==> src/rtl/param_serializer.sv <==
// -----------------------------------------------------------------------------
// param_serializer
//
// Parallel-to-serial converter for the self-test datapath. Takes DATA_W-bit
// words over a valid/ready handshake and shifts them out one bit per t_clk,
// with a qualifying valid strobe and a frame-start marker. Back-to-back words
// stream with no idle gap: the next word is accepted during the final cycle of
// the current frame.
//
// Parameters:
//   DATA_W     parallel word width, 2..64
//   LSB_FIRST  0 = MSB transmitted first, 1 = LSB transmitted first
//
// Optional build macro:
//   SER_PARITY_EN  when defined, each frame carries one extra trailing cycle
//                  holding the even parity of the captured word. The accept
//                  window for the next word moves to that parity cycle.
//
// Ports:
//   t_clk        clock, all state on rising edge
//   rst_n        asynchronous active-low reset
//   din          parallel word to transmit
//   din_valid    din holds a word to transmit
//   din_ready    block can accept din this cycle
//   sout         serial data bit
//   sout_valid   sout carries a frame bit this cycle
//   frame_start  high on the first bit of each frame
//   busy         a frame is in progress
//
// State table:
//   state  | meaning
//   IDLE   | no frame in flight, ready for a word
//   SHIFT  | data bits on sout, cnt = index of the bit being shown
//   PARITY | parity bit on sout (SER_PARITY_EN builds only)
// -----------------------------------------------------------------------------
module param_serializer #(
    parameter int DATA_W    = 8,
    parameter bit LSB_FIRST = 1'b0
) (
    input  logic              t_clk,
    input  logic              rst_n,
    input  logic [DATA_W-1:0] din,
    input  logic              din_valid,
    output logic              din_ready,
    output logic              sout,
    output logic              sout_valid,
    output logic              frame_start,
    output logic              busy
);

    localparam int              CNT_W    = $clog2(DATA_W);
    localparam logic [CNT_W-1:0] CNT_LAST = CNT_W'(DATA_W - 1);

`ifdef SER_PARITY_EN
    typedef enum logic [1:0] {
        IDLE   = 2'd0,
        SHIFT  = 2'd1,
        PARITY = 2'd2
    } state_t;
`else
    typedef enum logic [1:0] {
        IDLE   = 2'd0,
        SHIFT  = 2'd1
    } state_t;
`endif

    state_t            state;
    logic [DATA_W-1:0] shreg;
    logic [CNT_W-1:0]  cnt;
`ifdef SER_PARITY_EN
    logic              parity_r;
`endif

    logic              last_bit;
    logic              ready_int;
    logic              accept;
    logic              data_bit;
    logic              sout_int;
    logic [DATA_W-1:0] shreg_next;

    assign last_bit = (state == SHIFT) && (cnt == CNT_LAST);

`ifdef SER_PARITY_EN
    // Last data bit hands over to the parity cycle, which owns the accept slot.
    assign ready_int = (state == IDLE) || (state == PARITY);
`else
    assign ready_int = (state == IDLE) || last_bit;
`endif

    assign accept = din_valid && ready_int;

    // Shift toward the output end, zero-filling behind.
    always_comb begin
        shreg_next = '0;
        data_bit   = 1'b0;
        if (LSB_FIRST) begin
            shreg_next = shreg >> 1;
            data_bit   = shreg[0];
        end else begin
            shreg_next = shreg << 1;
            data_bit   = shreg[DATA_W-1];
        end
    end

    always_comb begin
        sout_int = 1'b0;
        case (state)
            SHIFT:   sout_int = data_bit;
`ifdef SER_PARITY_EN
            PARITY:  sout_int = parity_r;
`endif
            default: sout_int = 1'b0;
        endcase
    end

    always_ff @(posedge t_clk or negedge rst_n) begin
        if (!rst_n) begin
            state    <= IDLE;
            shreg    <= '0;
            cnt      <= '0;
`ifdef SER_PARITY_EN
            parity_r <= 1'b0;
`endif
        end else if (accept) begin
            // Covers both the IDLE start and the streaming reload at frame end.
            state    <= SHIFT;
            shreg    <= din;
            cnt      <= '0;
`ifdef SER_PARITY_EN
            parity_r <= ^din;
`endif
        end else begin
            case (state)
                IDLE: begin
                    state <= IDLE;
                end
                SHIFT: begin
                    shreg <= shreg_next;
                    if (cnt == CNT_LAST) begin
                        // Explicit terminal compare: DATA_W need not be a power of two.
                        cnt   <= '0;
`ifdef SER_PARITY_EN
                        state <= PARITY;
`else
                        state <= IDLE;
`endif
                    end else begin
                        cnt <= cnt + CNT_W'(1);
                    end
                end
`ifdef SER_PARITY_EN
                PARITY: begin
                    state <= IDLE;
                end
`endif
                default: begin
                    state <= IDLE;
                end
            endcase
        end
    end

    // Outputs are forced low for as long as rst_n is asserted, not just after
    // the flops clear, so din_ready cannot glitch high during reset.
    assign din_ready   = rst_n & ready_int;
    assign sout        = rst_n & sout_int;
    assign sout_valid  = rst_n & (state != IDLE);
    assign busy        = rst_n & (state != IDLE);
    assign frame_start = rst_n & (state == SHIFT) & (cnt == '0);

endmodule

==> config.mk <==
export PLATFORM = sky130hd
export DESIGN_NAME = param_serializer
export DESIGN_NICKNAME = d
export VERILOG_FILES = /design/src/rtl/param_serializer.sv
export SDC_FILE = /design/constraint.sdc
export NUM_CORES = 1
export LEC_CHECK = 0
export CAP_MARGIN = 40
export CORE_MARGIN = 2
export CORE_UTILIZATION = 50
export CTS_BUF_LIST = sky130_fd_sc_hd__clkbuf_8
export CTS_CLUSTER_DIAMETER = 80
export CTS_CLUSTER_SIZE = 25
export DETAILED_ROUTE_END_ITERATION = 10
export PLACE_DENSITY = 0.8
export SLEW_MARGIN = 20
export SYNTH_ARGS = -nofsm -noshare
export SYNTH_HDL_FRONTEND = slang
export SYNTH_SLANG_ARGS = --single-unit
==> constraint.sdc <==
create_clock -name t_clk -period 1.67 [get_ports t_clk]
set_input_delay 0.2505 -clock t_clk [delete_from_list [all_inputs] [get_ports t_clk]]
set_output_delay 0.2505 -clock t_clk [all_outputs]
set_load 0.05 [all_outputs]
==> run summary, run 1 <==
Vias after detailed routing: 572
Final instance area: 1012 um2
Most common cell after layout, fill and taps aside: dfrtp_1
Syn Area/Cell: 10.22 um2
Dpl hpwl: 1029 um
Slowest CP cell: dfrtp_1
Hold Violations, Final: 0
Worst Reg-to-Reg Cells: 6
Layout Area Growth over Synthesis: 50.09%
Worst R2R Setup Slack: 0.22 ns
Sequential share of the synthesized area: 44.53%
Die Ht: 40.73 um
WS Path Type: flip-flop to output port
Starting Density: 52.48%
Number of cell rows: 13
Slowest stage delay, CP: 0.38 ns
Max Cap Violations: 0
Power density over the cells: 1496 nW/um2
Total global-route track usage: 22.84%
RSZ-0062 raised after global routing: true
Worst path required time: 1.42 ns
Final ANT Viol Nets: 0
Placed inst area: 917.1 um2
Placer's final routability congestion estimate: 0.7506
Outcome: complete, but fails checks
Peak VDD IR: 0.9134 mV
Largest net degree at the start of global routing: 21
Setup ws final: -0.003255 ns
Commonest cells after routing, fill and taps aside: dfrtp_1, clkdlybuf4s50_1, and3_1, mux2i_1
H-tree depth: 1
Final hold slack: 0.4388 ns
Initial antenna violation count: 0
GRT overflow: 0
Worst setup SP type: flip-flop
CP arrival: 1.42 ns
Boundary Pins: 16
Reg2reg start: cnt[1]
Root Buffer: clkbuf_8
Setup tns final: -0.003255 ns
Worst-case clock buffer depth: 2
CTS Sinks: 12
Leakage power: 0.4863 nW
Final nets: 103
DRC violations left: 0
R2r endpoint: shreg[4]
Final wirelength: 1531 um
Post-Synthesis Cells: 66
Yosys cell types: 19
First-pass GRT wire length: 2339 um
Post-Place Worst Slack: 0.07535 ns
IO Port Bufs: 15
Vias in the first global route: 530
Tightest Hold Check Type: input pin to async pin
Hold buffer count at CTS: 0
Rel. slew slack: 84.12%
Antenna diode count: 0
Clk_skew: 0.001074 ns
Clock transition at path regs: 0.05 ns
Crit. End Element: output port
FF+latch count, synth: 12
Die area: 1659 um2
Crit-path cells: ha_2 > ha_4 > nand2b_4 > and2_4 > buf_12
Max-slew violations: 0
Failing checks: setup timing
Ratio of cells with drive above 1 in the final layout: 26.14%
Final core occ: 78.77%
Core ar.: 1285 um2
First-pass DRT Iterations: 4
Part of the cycle the worst path needs: 100.2%
Synth warn: 0
CTS tree: yes
Via/cell ratio: 5.553
Num CTS Buffers: 3
Final setup viols: 1
Starting DRT DRC Count: 12
Syn Nets: 80
Crit path time final: 1.673 ns
Cell area after synthesis: 674.4 um2
Crit path max fanout: 2
Die width: 40.73 um
Worst-skew pair later-pin latency: 0.24 ns
Slew at the pin closest to its max-slew limit: 0.2374 ns
Avg WL per Cell: 14.86 um
FMAX: 597.6 MHz
## power by group
group / leakage (nW) / total (mW) / internal, mW / switching [mW]
clock network: 0.0288 / 0.318 / 0.208 / 0.109
registers: 0.152 / 0.477 / 0.404 / 0.0733
logic: 0.305 / 0.720 / 0.366 / 0.354
total: 0.486 / 1.51 / 0.979 / 0.536
## how the worst max path moves through the flow
stage,cells after the start,start,slack [ns],end
finish,5,cnt[1],-0.003,din_ready
global route,5,cnt[1],-0.04,din_ready
CTS,5,cnt[1],-0.01,din_ready
detailed placement,5,cnt[0],0.08,din_ready
global placement,4,rst_n,0.10,frame_start
floorplan,3,state[0],0.03,frame_start
## cells by family (layout without fill, tap and decap cells)
family	Yosys count	in the layout	share of synthesized area (%)
DFF	12	12	44.53
and+or+nand+nor	17	17	15.21
adders and majority gates	3	3	5.566
AOI/OAI and AO/OA	18	18	15.95
muxes	8	8	11.87
buffers and inverters	8	30	6.864
## registers in the layout (all words and copies together), names as in the netlist
signal / cells
shreg: 8
cnt: 3
state: 1
## per-layer routing
metal | share of wire (%) | wire length, um | GRT usage [%]
met5 | 0 | 0 | 0
met4 | 1.6 | 25 | 12.50
met3 | 3.3 | 51 | 4.891
met2 | 51 | 781 | 37.70
met1 | 44 | 672 | 27.53
## worst max-delay path: cells and delay by family, from the launching register on
family | cells | cell delay [ns]
adder cells (fa/ha/maj) | 2 | 0.36
buffers and inverters | 1 | 0.14
flip-flops | 1 | 0.38
AND/OR/NAND/NOR | 2 | 0.29
## stage by stage
stage,cells,power (mW)
6_report,103,1.515
3_3_place_gp,97,1.077
5_1_grt,103,1.617
4_1_cts,103,1.517
3_5_place_dp,97,1.105
2_1_floorplan,66,0.8545
## final cells by class
cell class,instances,area (um2)
repair buffers,23,272.8
clock buffers,4,55.05
fillers,84,272.8
inverters,3,11.26
flip-flops and latches,12,300.3
well taps,15,18.77
multi-input cells,46,354.1
## Yosys cell counts
master    number  area [um2]
a31oi_1        7       43.79
a32o_1         1       10.01
and2_1         2       12.51
and3_1         8       50.05
and3b_1        1       8.760
buf_4          4       30.03
clkbuf_2       1       5.000
dfrtp_1       12       300.3
ha_1           3       37.54
inv_1          3       11.26
mux2i_1        8       80.08
nand2_1        1       3.750
nand2_2        1       6.260
nand2b_1       2       12.51
nand3_1        1       5.000
nor2_1         1       3.750
o21ai_0        5       25.02
o21ai_1        4       20.02
o32ai_1        1       8.760
## what timing repair did
item / in CTS / in global routing
gates cloned: 0 / 0
endpoints found under the setup margin: 1 / 1
pin swaps: 1 / 0
buffers inserted: 2 / 0
endpoints found under the hold margin: 0 / 0
gates resized for setup: 5 / 0
Note: power is estimated with default switching activity, not from simulation.
==> inputs of run 2 (changes only) <==
- CTS_CLUSTER_DIAMETER: 80 -> 120
==> results of run 2 <==
No change in the layout: final DEF, timing and power equal those of run 1.
